==> src/rtl/adc_avg_sequencer.sv <==
// -----------------------------------------------------------------------------
// adc_avg_sequencer
//
// Paces a SAR ADC through its start/ready handshake at a programmable sample
// rate, accumulates 2^AVG_LOG2 consecutive conversion results and presents
// their truncated average on a valid/ready output port.
//
// Ports:
//   clk_i         system clock, all logic on the rising edge
//   rst_i         synchronous active-high reset
//   en_i          enable sampling; low discards any partial average
//   period_i      sample period in clk cycles (0 behaves as 1)
//   adc_start_o   start request to the ADC (high in START)
//   adc_rdy_i     ADC conversion done
//   adc_result_i  ADC result, valid in the first cycle adc_rdy_i is low again
//   data_o        averaged result
//   valid_o       data_o holds an unconsumed word
//   ready_i       consumer accepts data_o
//   overrun_o     sticky: an unconsumed word was overwritten
//   timeout_o     sticky: ADC ready not seen within TIMEOUT cycles
//   clr_flags_i   clears overrun_o and timeout_o (a simultaneous set wins)
//   busy_o        conversion FSM is not idle
// -----------------------------------------------------------------------------
module adc_avg_sequencer #(
   parameter int RESOLUTION = 8,
   parameter int AVG_LOG2   = 2,
   parameter int DIV_WIDTH  = 16,
   parameter int TIMEOUT    = 64
) (
   input  logic                  clk_i,
   input  logic                  rst_i,
   input  logic                  en_i,
   input  logic [DIV_WIDTH-1:0]  period_i,
   output logic                  adc_start_o,
   input  logic                  adc_rdy_i,
   input  logic [RESOLUTION-1:0] adc_result_i,
   output logic [RESOLUTION-1:0] data_o,
   output logic                  valid_o,
   input  logic                  ready_i,
   output logic                  overrun_o,
   output logic                  timeout_o,
   input  logic                  clr_flags_i,
   output logic                  busy_o
);

   // Accumulator holds at most 2^AVG_LOG2 full-scale samples, so it cannot wrap.
   localparam int ACC_W  = RESOLUTION + AVG_LOG2;
   localparam int CNT_W  = AVG_LOG2 + 1;
   localparam int WAIT_W = $clog2(TIMEOUT + 1);

   localparam logic [CNT_W-1:0]  CNT_LAST  = CNT_W'((1 << AVG_LOG2) - 1);
   localparam logic [WAIT_W-1:0] WAIT_LAST = WAIT_W'(TIMEOUT - 1);

   typedef enum logic [1:0] {
      S_IDLE,
      S_START,
      S_RELEASE
   } state_e;

   state_e                state_q,   state_d;
   logic [DIV_WIDTH-1:0]  timer_q,   timer_d;
   logic                  pending_q, pending_d;
   logic [WAIT_W-1:0]     wait_q,    wait_d;
   logic [ACC_W-1:0]      acc_q,     acc_d;
   logic [CNT_W-1:0]      cnt_q,     cnt_d;
   logic [RESOLUTION-1:0] data_q,    data_d;
   logic                  valid_q,   valid_d;
   logic                  overrun_q, overrun_d;
   logic                  timeout_q, timeout_d;

   logic                  tick;
   logic                  load_word;
   logic                  timeout_set;
   logic [ACC_W-1:0]      acc_sum;

   // -------------------------------------------------------------------------
   // Sample-rate timer: one tick every max(period_i,1) cycles while enabled,
   // with the first tick on the first enabled cycle.
   // -------------------------------------------------------------------------
   // NOTE: every variable assigned in an always_comb gets a default first, so
   // no path leaves it unassigned and no latch is inferred.
   always_comb begin
      tick    = 1'b0;
      timer_d = '0;
      if (en_i) begin
         if (timer_q == '0) begin
            tick    = 1'b1;
            timer_d = (period_i == '0) ? '0 : period_i - DIV_WIDTH'(1);
         end else begin
            timer_d = timer_q - DIV_WIDTH'(1);
         end
      end
   end

   // -------------------------------------------------------------------------
   // Conversion FSM, accumulator and output port next-state logic
   // -------------------------------------------------------------------------
   always_comb begin
      state_d     = state_q;
      pending_d   = pending_q;
      wait_d      = '0;
      acc_d       = acc_q;
      cnt_d       = cnt_q;
      data_d      = data_q;
      load_word   = 1'b0;
      timeout_set = 1'b0;
      acc_sum     = acc_q + ACC_W'(adc_result_i);

      unique case (state_q)
         S_IDLE: begin
            if (!en_i) begin
               acc_d = '0;
               cnt_d = '0;
            end else if (pending_q) begin
               pending_d = 1'b0;
               state_d   = S_START;
            end
         end

         S_START: begin
            if (adc_rdy_i) begin
               state_d = S_RELEASE;
            end else if (wait_q == WAIT_LAST) begin
               // Abandon this sample only; the partial average is kept.
               timeout_set = 1'b1;
               state_d     = S_IDLE;
            end else begin
               wait_d = wait_q + WAIT_W'(1);
            end
         end

         S_RELEASE: begin
            // The ADC updates its result as it leaves done, so the sample is
            // taken in the first cycle ready is low again.
            if (!adc_rdy_i) begin
               state_d = S_IDLE;
               if (!en_i) begin
                  acc_d = '0;
                  cnt_d = '0;
               end else if (cnt_q == CNT_LAST) begin
                  data_d    = RESOLUTION'(acc_sum >> AVG_LOG2);
                  load_word = 1'b1;
                  acc_d     = '0;
                  cnt_d     = '0;
               end else begin
                  acc_d = acc_sum;
                  cnt_d = cnt_q + CNT_W'(1);
               end
            end
         end

         default: state_d = S_IDLE;
      endcase

      // Ticks collapse into a single pending start; disabling drops it.
      if (!en_i) begin
         pending_d = 1'b0;
      end else if (tick) begin
         pending_d = 1'b1;
      end

      // A new word takes priority over a transfer in the same cycle.
      valid_d = valid_q;
      if (load_word) begin
         valid_d = 1'b1;
      end else if (valid_q && ready_i) begin
         valid_d = 1'b0;
      end

      overrun_d = (load_word && valid_q && !ready_i) || (overrun_q && !clr_flags_i);
      timeout_d = timeout_set || (timeout_q && !clr_flags_i);
   end

   // -------------------------------------------------------------------------
   // State registers
   // -------------------------------------------------------------------------
   // NOTE: sequential state uses non-blocking assignments so every register
   // samples the pre-edge values regardless of statement order.
   // NOTE: all state here is flops, not an array, so everything is reset.
   always_ff @(posedge clk_i) begin
      if (rst_i) begin
         state_q   <= S_IDLE;
         timer_q   <= '0;
         pending_q <= 1'b0;
         wait_q    <= '0;
         acc_q     <= '0;
         cnt_q     <= '0;
         data_q    <= '0;
         valid_q   <= 1'b0;
         overrun_q <= 1'b0;
         timeout_q <= 1'b0;
      end else begin
         state_q   <= state_d;
         timer_q   <= timer_d;
         pending_q <= pending_d;
         wait_q    <= wait_d;
         acc_q     <= acc_d;
         cnt_q     <= cnt_d;
         data_q    <= data_d;
         valid_q   <= valid_d;
         overrun_q <= overrun_d;
         timeout_q <= timeout_d;
      end
   end

   assign adc_start_o = (state_q == S_START);
   assign busy_o      = (state_q != S_IDLE);
   assign data_o      = data_q;
   assign valid_o     = valid_q;
   assign overrun_o   = overrun_q;
   assign timeout_o   = timeout_q;

endmodule

==> config.mk <==
export PLATFORM = sky130hd
export DESIGN_NAME = adc_avg_sequencer
export DESIGN_NICKNAME = d
export VERILOG_FILES = /design/src/rtl/adc_avg_sequencer.sv
export SDC_FILE = /design/constraint.sdc
export NUM_CORES = 1
export LEC_CHECK = 0
export ABC_CLOCK_PERIOD_IN_PS = 1750
export CAP_MARGIN = 20
export CORE_MARGIN = 1.5
export CORE_UTILIZATION = 49
export DETAILED_ROUTE_END_ITERATION = 10
export GPL_TIMING_DRIVEN = 0
export PLACE_DENSITY = 0.79
export SYNTH_ARGS = -nofsm -noshare
export SYNTH_HDL_FRONTEND = slang
export SYNTH_SLANG_ARGS = --single-unit
==> constraint.sdc <==
create_clock -name clk_i -period 1.75 [get_ports clk_i]
set_input_delay 0.2625 -clock clk_i [delete_from_list [all_inputs] [get_ports clk_i]]
set_output_delay 0.2625 -clock clk_i [all_outputs]
set_load 0.02 [all_outputs]
==> run metrics <==
# diodes 0; Leak around 1.6 nW; pre-CTS setup slack -783 ps; DRC 0; Synth warnings 0; synthesized cell area 0.00291 sq mm; clk_skew 8.63 ps; WHS 437 ps; EDFF count, synth 0; Distinct cells, synth 57; first-pass GRT wire length 12.9 mm; post-layout util 76.0%; post-route ant nets 0; VDD IR max 1.18 mV; pwr dens 1380 mW/mm^2; Slew headroom ~56%; vias in the first global route roughly 2700; Crit Path Max Fanout 2; Total Routing Usage GR 25.9%; average wire per standard cell 19.7 um; CTS tree built; Mapped Nets 390; largest net degree at the start of global routing 16; Final TNS setup -4470 ps; Synth Instances 345; fillers 380; Seq/Total Area, Yosys 34.4%; GRT overflow 0; violated checks negative setup slack; Final min period 2060 ps; share of Yosys cell area claimed by the top area cell type 34.4%; number of buffers created by CTS 5; final setup margin -307 ps; status complete, but fails checks; Ports 43; gp weighted congestion 0.843; Tightest Pin Transition roughly 660 ps; Max Cap Viol 0; worst skew pair latency 310 ps; die height roughly 80 um; Worst EP required 1970 ps; FMAX 486 MHz; drt initial violations 311; Cell Rows 27; Post-DP HPWL 5.13 mm; Primary FF master, synth dfxtp_1; final WL around 9.8 mm; area leader, netlist dfxtp_1; Port Buffers 42; core area 0.00561 sq mm; CP endpoint kind flip-flop; Slew Limit Fails 0; Layout area overhead 46.3%; Mean Syn Cell Area about 8.4 sq um; vias post-DR 3125; crit path kind reg2reg; total power ~5.9 mW; initial antenna violation count 0; synth top area cells dfxtp_1 (34%), ha_1 (6.0%), nor2_1 (5.3%); layout cells sized above 1 29.2%; first-pass iteration count of the detailed router 5; DIE AREA approximately 0.0064 sq mm; clock sinks 50; Die X 80.1 um; RSZ-0062 raised after global routing true; Synth Register Bits 50; period utilization 118%; Hold-fix buffers, CTS 0; Setup-failing EPs final 27; Startpoint Class flip-flop; H-tree levels 2; clk slew on worst S/H paths 100 ps; Arr. time, crit path 2270 ps; hold crit path type in2reg; Starting Density 51.9%; drt via density ~6.3; root buffer cell clkbuf_8; ys async rst share 0%; nets 468; Bufs on Longest Clock Path 2; Hold Fails Final Rpt 0
## per-layer routing
layer,vias up,track usage (%),wire [um]
met1,1492,31.7,3770
met2,175,46.2,4830
met4,0,8.28,552
met5,-,0,0
li1,1404,-,-
met3,54,3.64,641
## critical path: stages, from the launching register on
cell and delay, ps:
dfxtp_2 350, ha_4 160, inv_2 50, fa_2 200, nor2b_2 50, o31a_1 290
o41a_1 360, or2_1 240, o311ai_1 250
## where the power goes
group,leakage [nW],internal [mW],switching (mW)
Sequential,0.409,1.29,0.273
Clock,0.0514,0.427,0.398
Combinational,1.17,1.70,1.79
## registers in the layout, summed over array words and instances, names as in the netlist
signal,count
timer_q,16
acc_q,10
data_o,8
wait_q,7
cnt_q,3
state_q,2
overrun_o,1
pending_q,1
timeout_o,1
valid_o,1
## cells by family after synthesis
group / count (synthesis) / share of synthesized area (%)
multiplexers: 8 / 2.75
flip-flops: 50 / 34.4
AND/OR/NAND/NOR: 141 / 26.7
AO/OA/AOI/OAI: 78 / 17.5
buffers and inverters: 25 / 3.56
XOR/XNOR: 28 / 8.42
adder cells (fa/ha/maj): 15 / 6.70
## cell usage in the layout, fill, tap and decap left out, types with 4 or more instances in the layout
master / netlist / final
or3_1: 4 / 4
nor4_1: 8 / 4
nor2_1: 41 / 41
buf_6: 1 / 4
nor3_1: 10 / 8
dlygate4sd2_1: 0 / 18
o21ai_0: 12 / 7
nand3_1: 13 / 11
inv_1: 14 / 11
dfxtp_2: 0 / 7
nand2b_1: 6 / 6
xor2_1: 15 / 14
xnor2_1: 13 / 13
o22ai_2: 0 / 7
clkdlybuf4s50_1: 0 / 24
dfxtp_1: 50 / 42
a21oi_2: 0 / 7
buf_4: 0 / 24
ha_4: 0 / 8
clkbuf_8: 0 / 5
a22oi_1: 6 / 4
ha_1: 14 / 5
mux2i_1: 8 / 8
nor4_4: 2 / 6
nand2_1: 26 / 20
a21oi_1: 22 / 14
o21a_1: 6 / 5
## worst paths after layout
path / cells past startpoint / start / endpoint / slack [ps]
min: 3 / en_i / cnt_q[2] / 440
min reg2reg: 1 / wait_q[0] / wait_q[0] / 450
max: 8 / acc_q[0] / data_o[6] / -310
max reg2reg: 8 / acc_q[0] / data_o[6] / -310
## cell usage after synthesis (3+ instances only)
master,number
ha_1,14
xor2_1,15
o22ai_1,7
dfxtp_1,50
inv_1,14
mux2i_1,8
nor2_1,41
o31a_1,3
nor3_1,10
o21a_1,6
o21ai_0,12
nor3b_1,5
nand3_1,13
nor2b_1,3
xnor2_1,13
nand2b_1,6
a21oi_1,22
buf_1,3
or4_1,3
a21o_1,3
nand2_1,26
a22oi_1,6
or3_1,4
clkbuf_1,4
or4_4,3
and3_1,3
a211oi_1,4
nor4_1,8
## timing repair
item,4_1_cts,5_1_grt
endpoints found under the setup margin,34,29
pin swaps,18,18
setup buffers,20,8
gates resized for setup,70,48
cloned,1,1
## stage by stage
| step | cell area (sq um) | std cells |
|---|---|---|
| after floorplan | 2940 | 345 |
| after global placement | 3450 | 459 |
| after detailed placement | 3450 | 459 |
| after CTS | 3940 | 487 |
| after global routing | 4260 | 496 |
| final | 4260 | 496 |
## layout make-up
| type | count | area (sq um) | share of cell area [%] |
|---|---|---|---|
| well taps | 72 | 90.1 | 2.11 |
| flip-flops and latches | 50 | 1010 | 23.8 |
| multi-input cells | 270 | 2290 | 53.7 |
| inverters | 15 | 56.3 | 1.32 |
| plain buffers | 9 | 48.8 | 1.15 |
| repair buffers | 72 | 656 | 15.4 |
| clock buffers | 6 | 72.6 | 1.70 |
| clock inverters | 2 | 37.5 | 0.881 |
Power figures use the tool's default switching activity.
